==> config.mk <==
export PLATFORM = sky130hd
export DESIGN_NAME = dff_pipe
export DESIGN_NICKNAME = d
export VERILOG_FILES = /design/src/rtl/dff_pipe.sv
export SDC_FILE = /design/constraint.sdc
export NUM_CORES = 1
export LEC_CHECK = 0
export ABC_AREA = 0
export ABC_CLOCK_PERIOD_IN_PS = 2200
export CAP_MARGIN = 20
export CORE_MARGIN = 3
export CORE_UTILIZATION = 53
export DETAILED_ROUTE_END_ITERATION = 16
export PLACE_DENSITY = 0.78
export SLEW_MARGIN = 10
export SYNTH_ARGS = -nofsm -noshare
export SYNTH_HDL_FRONTEND = slang
export SYNTH_SLANG_ARGS = --single-unit
==> constraint.sdc <==
create_clock -name CLK -period 2.2 [get_ports CLK]
set_input_delay 0.22 -clock CLK [delete_from_list [all_inputs] [get_ports CLK]]
set_output_delay 0.22 -clock CLK [all_outputs]
set_load 0.05 [all_outputs]
==> src/rtl/dff_pipe.sv <==
// -----------------------------------------------------------------------------
// dff_pipe -- parameterised register pipeline with per-stage valid flags.
//
// Data and valid travel together through DEPTH register stages. A registered
// FILL counter tracks how many stages currently hold valid data. The active
// clock edge is selected at elaboration time with NEG_EDGE.
//
// Parameters
//   WIDTH    data width in bits (1..64)
//   DEPTH    number of register stages (1..16)
//   NEG_EDGE 0 = act on rising CLK edge, 1 = act on falling CLK edge
//   INIT     data value loaded by RESET and CLEAR
//
// Ports
//   CLK    in   clock
//   RESET  in   asynchronous active-high reset
//   CE     in   clock enable, stages advance only when high
//   CLEAR  in   synchronous clear of every stage (overrides CE)
//   D      in   data into stage 0
//   DV     in   valid flag accompanying D
//   Q      out  data of the last stage
//   QV     out  valid flag of the last stage
//   FILL   out  number of stages holding valid data
// -----------------------------------------------------------------------------
module dff_pipe #(
    parameter int unsigned      WIDTH    = 8,
    parameter int unsigned      DEPTH    = 4,
    parameter bit               NEG_EDGE = 1'b0,
    parameter logic [WIDTH-1:0] INIT     = {WIDTH{1'b0}},
    localparam int unsigned     FW       = $clog2(DEPTH + 1)
) (
    input  logic             CLK,
    input  logic             RESET,
    input  logic             CE,
    input  logic             CLEAR,
    input  logic [WIDTH-1:0] D,
    input  logic             DV,
    output logic [WIDTH-1:0] Q,
    output logic             QV,
    output logic [FW-1:0]    FILL
);

    localparam logic [DEPTH-1:0][WIDTH-1:0] INIT_ALL = {DEPTH{INIT}};

    logic [DEPTH-1:0][WIDTH-1:0] data_q, data_d;
    logic [DEPTH-1:0]            vld_q,  vld_d;
    logic [FW-1:0]               fill_q, fill_d;

    // Next-state: CLEAR wins over CE; with neither, everything holds.
    always_comb begin
        data_d = data_q;
        vld_d  = vld_q;
        fill_d = fill_q;
        if (CLEAR) begin
            data_d = INIT_ALL;
            vld_d  = '0;
            fill_d = '0;
        end else if (CE) begin
            for (int k = int'(DEPTH) - 1; k > 0; k--) begin
                data_d[k] = data_q[k-1];
                vld_d[k]  = vld_q[k-1];
            end
            data_d[0] = D;
            vld_d[0]  = DV;
            // One valid may enter and one may leave per advance. When the
            // pipe is full the last stage is valid, so the count cannot
            // exceed DEPTH; when the last stage is valid the count is at
            // least 1, so it cannot underflow.
            fill_d = fill_q + FW'(DV) - FW'(vld_q[DEPTH-1]);
        end
    end

    // State registers on the selected edge; only one branch is elaborated.
    if (NEG_EDGE) begin : g_neg
        always_ff @(negedge CLK or posedge RESET) begin
            if (RESET) begin
                data_q <= INIT_ALL;
                vld_q  <= '0;
                fill_q <= '0;
            end else begin
                data_q <= data_d;
                vld_q  <= vld_d;
                fill_q <= fill_d;
            end
        end
    end else begin : g_pos
        always_ff @(posedge CLK or posedge RESET) begin
            if (RESET) begin
                data_q <= INIT_ALL;
                vld_q  <= '0;
                fill_q <= '0;
            end else begin
                data_q <= data_d;
                vld_q  <= vld_d;
                fill_q <= fill_d;
            end
        end
    end

    // Outputs come straight from the last stage registers.
    assign Q    = data_q[DEPTH-1];
    assign QV   = vld_q[DEPTH-1];
    assign FILL = fill_q;

endmodule

## Yosys cells after proc, flatten, opt, wreduce, memory -nomap -nowiden

Index checks and enable logic that the tools add are counted.

| word-level totals | value |
|---|---|
| register bits | 39 |
| bits of input ports | 13 |
| word-level logic and storage cells | 15 |

| operators by class | value |
|---|---|
| muxes and demuxes | 6 |
| reductions and logical operators | 1 |
| add/sub/neg operators | 2 |

Operators by type and width:

| kind | number |
|---|---|
| two-way mux 32 bit | 2 |
| two-way mux 4 bit | 2 |
| two-way mux 3 bit | 2 |
| adder 3 x 1 -> 3 bit | 1 |
| subtractor 3 x 1 -> 3 bit | 1 |
| nonzero test 2 bit | 1 |

## Depth between registers and ports, before layout

| depth | value |
|---|---|
| depth after elaboration | 4 |
| depth in mapped cells | 9 |

## Worst setup path after synthesis

No wires, ideal clock.

| path | value |
|---|---|
| kind | flip-flop to flip-flop |
| start point | register fill_q[0] (netlist: FILL[0]) |
| end point | register fill_q[2] (netlist: FILL[2]) |
| cell stages (with the launch flop) | 10 |
| path slack | 0.085 ns |
| data arrival time | 1.995 ns |
| clock period less this slack | 2.115 ns |
| cell sequence | dfrtp_1 -> inv_1 -> ha_1 -> inv_1 -> ha_1 -> inv_1 -> fa_1 -> xor2_1 -> a21oi_2 -> a31o_1 |

| between the ends | value |
|---|---|
| word-level cells in the longest chain between the ends | 4 |

RTL lines:

| what | line | source |
|---|---|---|
| start, declared | 47 | `logic [FW-1:0] fill_q, fill_d;` |
| start signal, assigned | 95 | `fill_q <= fill_d;` |
| adder 3 x 1 -> 3 bit | 69 | `fill_d = fill_q + FW'(DV) - FW'(vld_q[DEPTH-1]);` |
| subtractor 3 x 1 -> 3 bit | 69 |  |
| two-way mux 3 bit | 58 | `end else if (CE) begin` |
| two-way mux 3 bit | 54 | `if (CLEAR) begin` |

No other way between the ends. The select of a mux whose other input is x is not followed.
A chain may end at the register's enable or synchronous reset.

## Worst setup path in the final report

| path | value |
|---|---|
| start point | register vld_q[3] |
| end point | register fill_q[2] (netlist: FILL[2]) |

| between the ends | value |
|---|---|
| word-level cells in the longest chain between the ends | 3 |

RTL lines:

| what | line | source |
|---|---|---|
| start, declared | 46 | `logic [DEPTH-1:0] vld_q, vld_d;` |
| start signal, assigned | 94 | `vld_q <= vld_d;` |
| subtractor 3 x 1 -> 3 bit | 69 |  |
| two-way mux 3 bit | 58 |  |
| two-way mux 3 bit | 54 |  |

No other way between the ends. The select of a mux whose other input is x is not followed.

==> summary.txt <==
Final layout
  – Diodes inserted: 0
  – Layout cell share with drive strength beyond 1: 6.79%
  – Layout overhead on the synthesized area: 12.1%
  – Reg area: 976 sq um
  – Nets: 179
  – Non-Filler Instances: 206
  – Multi-input logic area: 604 sq um
  – Final instance area: 1960 sq um
  – # fillers: 273

Clock network
  – # clock sinks: 39
  – Post-CTS Resized: 0
  – Clock root cell: clkbuf_4
  – Num CTS Buffers: 5
  – Worst-path clk slew: 100 ps
  – Post-CTS Setup Bufs: 0
  – CTS tree: built
  – Clock buffer depth: 2
  – H-tree Lvls: 2
  – Hold_buf cts: 0
  – Skew-Pair Late Insertion Delay: 340 ps

Synthesis
  – Post-synthesis average cell area: 12.1 sq um
  – Netlist cell types: 15
  – Synth warn: 0
  – Sequential-to-total area share from yosys stat: 55.8%
  – Cell taking the most area after synthesis: dfrtp_1
  – FF+latch count, synth: 39
  – Share of the synthesized area in the top cell type: 55.8%
  – Gate Count Post-Synth: 145
  – Ranking of synthesized cells by area: dfrtp_1, mux2i_1, nor2_1, buf_4, buf_8
  – Syn nets: 161
  – Mapped cell area: 1750 sq um

Setup path
  – Buf/Inv on CP: 2
  – Slowest cell on the critical path: dfrtp_1
  – WP depth: 8
  – Worst setup SP type: register
  – Worst Path Arrival: 2170 ps
  – Crit end category: register
  – R2R cell count: 8
  – Critical setup path kind: register to register
  – Largest stage delay, worst path: 420 ps
  – Worst endpoint required time: 2440 ps
  – CP delay by family, top: adder cells
  – Worst path cell trace: ha_1 -> inv_1 -> ha_1 -> inv_1 -> fa_1 -> xor2_1 -> a21oi_2 -> a31o_1
  – Critical path peak fanout: 3

Place
  – Setup WS pre-CTS: 275 ps
  – I/O Buffers: 24
  – Gpl congestion: 0.728
  – Placed Cells incl. Taps: 200
  – Post-DP HPWL: 1850 um
  – Placed Area: 1920 sq um

Global routing
  – Antenna violations before repair: 0
  – First-pass GRT wire length: 4690 um
  – Number of global-route vias before repair: 1013
  – Total track usage: 15.6%
  – Largest net degree at the start of global routing: 40
  – Global route overflow: 0

Floorplanning
  – Rows: 20
  – Starting density of the core: 56.4%
  – Die X-Extent: 63.5 um
  – Die Height: 63.5 um
  – IO Pins: 25
  – Die area: 4030 sq um
  – Core area: 3100 sq um

Drt
  – WL final: 2720 um
  – Vias/cell: 4.96
  – Remaining DRCs: 0
  – Vias: 1022
  – DR WL/cell: 13.2 um
  – Antenna viol nets, final: 0
  – DR iter-0 viols: 71
  – DRT Pass-1 Iters: 4

Timing
  – Worst-Margin Slew: 512 ps
  – RSZ-0062 raised after global routing: no
  – Worst rel slew slack: 65.7%
  – Tmin final: 1930 ps
  – Fin crit share: 87.9%
  – Setup TNS Final: 0 ps
  – Worst Skew: 4.69 ps
  – Peak Freq: 517 MHz
  – Hold WS: 284 ps
  – Setup violators final: 0
  – Slack of the critical path: 266 ps
  – Final max-slew violation count: 0
  – Fin. Hold Viols: 0

Pwr
  – Max VDD drop: 0.357 mV
  – Static Leak: 1.01 nW
  – Power Dens Cells: 621 nW/um^2

Min path
  – Worst Hold Class: input port to async pin

Run
  – Max_cap viols: 0

Status
  – Status: finished, final reports clean
## worst reg2reg max path: cells and delay by family (launching register included)
family                     cells  cell delay (ps)
AOI/OAI and AO/OA              2              260
DFF                            1              420
adders and majority gates      3              810
xor gates and xnor gates       1              230
buffers and inverters          2              120
## per-layer routing
layer  wire length (um)  up-vias  global-route usage (%)  part of all wire [%]
met2               1300       22                    23.5                    48
li1                   -      499                       -                     -
met3                137        5                    6.42                   5.0
met1               1220      496                    19.1                    45
met5                  0        -                       0                     0
met4                 58        0                    8.09                   2.1
## final timing paths
path / startpoint / end / slack [ps]
max: vld_q[3]$_DFFE_PP0P_ / FILL[2]$_DFFE_PP0P_ / 270
min: RESET / data_q[15]$_DFFE_PP0P_ / 280
max reg2reg: vld_q[3]$_DFFE_PP0P_ / FILL[2]$_DFFE_PP0P_ / 270
min reg2reg: Q[6]$_DFFE_PP0P_ / Q[6]$_DFFE_PP0P_ / 530
max in group asynchronous: RESET / data_q[2]$_DFFE_PP0P_ / 1590
min in group CLK: CE / Q[0]$_DFFE_PP0P_ / 430
## cell usage after synthesis (all sizes together)
cell,instances
dfrtp,39
nor2,39
mux2i,38
buf,16
inv,5
ha,2
a21oi,1
a31o,1
clkbuf,1
fa,1
nand2b,1
xor2,1
## through the flow
stage	utilization [%]	total power, W
6_report	63.2	0.00122
5_1_grt	63.2	0.00129
4_1_cts	63.2	0.00124
3_5_place_dp	61.9	0.000917
3_3_place_gp	61.9	0.000910
2_1_floorplan	-	0.000877
## cell families (layout without fill, tap and decap cells)
family	count (synthesis)	after routing	share of synthesized area, %
XOR/XNOR	1	1	0.501
buffers and inverters	22	39	9.66
AO/OA/AOI/OAI	2	2	1.00
flip-flops	39	39	55.8
adder cells (fa/ha/maj)	3	3	2.57
multiplexers	38	38	21.7
AND/OR/NAND/NOR	40	40	8.73
## flip-flops by register name, indices dropped and copies added (netlist names)
signal / flops
data_q: 24
FILL: 3
Q: 8
vld_q: 4
## where the power goes
group	switching (W)	internal, W	total (W)	leakage, nW
clock network	0.000203	0.000114	0.000317	0.0242
registers	0.0000134	0.000738	0.000752	0.535
logic	0.0000842	0.0000643	0.000148	0.456
## placed cells by master, fill, tap and decap left out, drive strengths merged, types with 2 or more instances in the layout
cell,n
nor2,39
ha,2
clkbuf,6
mux2i,38
dfrtp,39
inv,5
buf,5
clkdlybuf4s50,23
## area by class of cell
cell class	instances	share of cell area (%)
clock buffers	6	2.11
inverters	5	0.957
multi-input cells	84	30.8
flip-flops and latches	39	49.8
well taps	44	2.81
repair buffers	28	13.5
(Power assumes the default switching activity.)
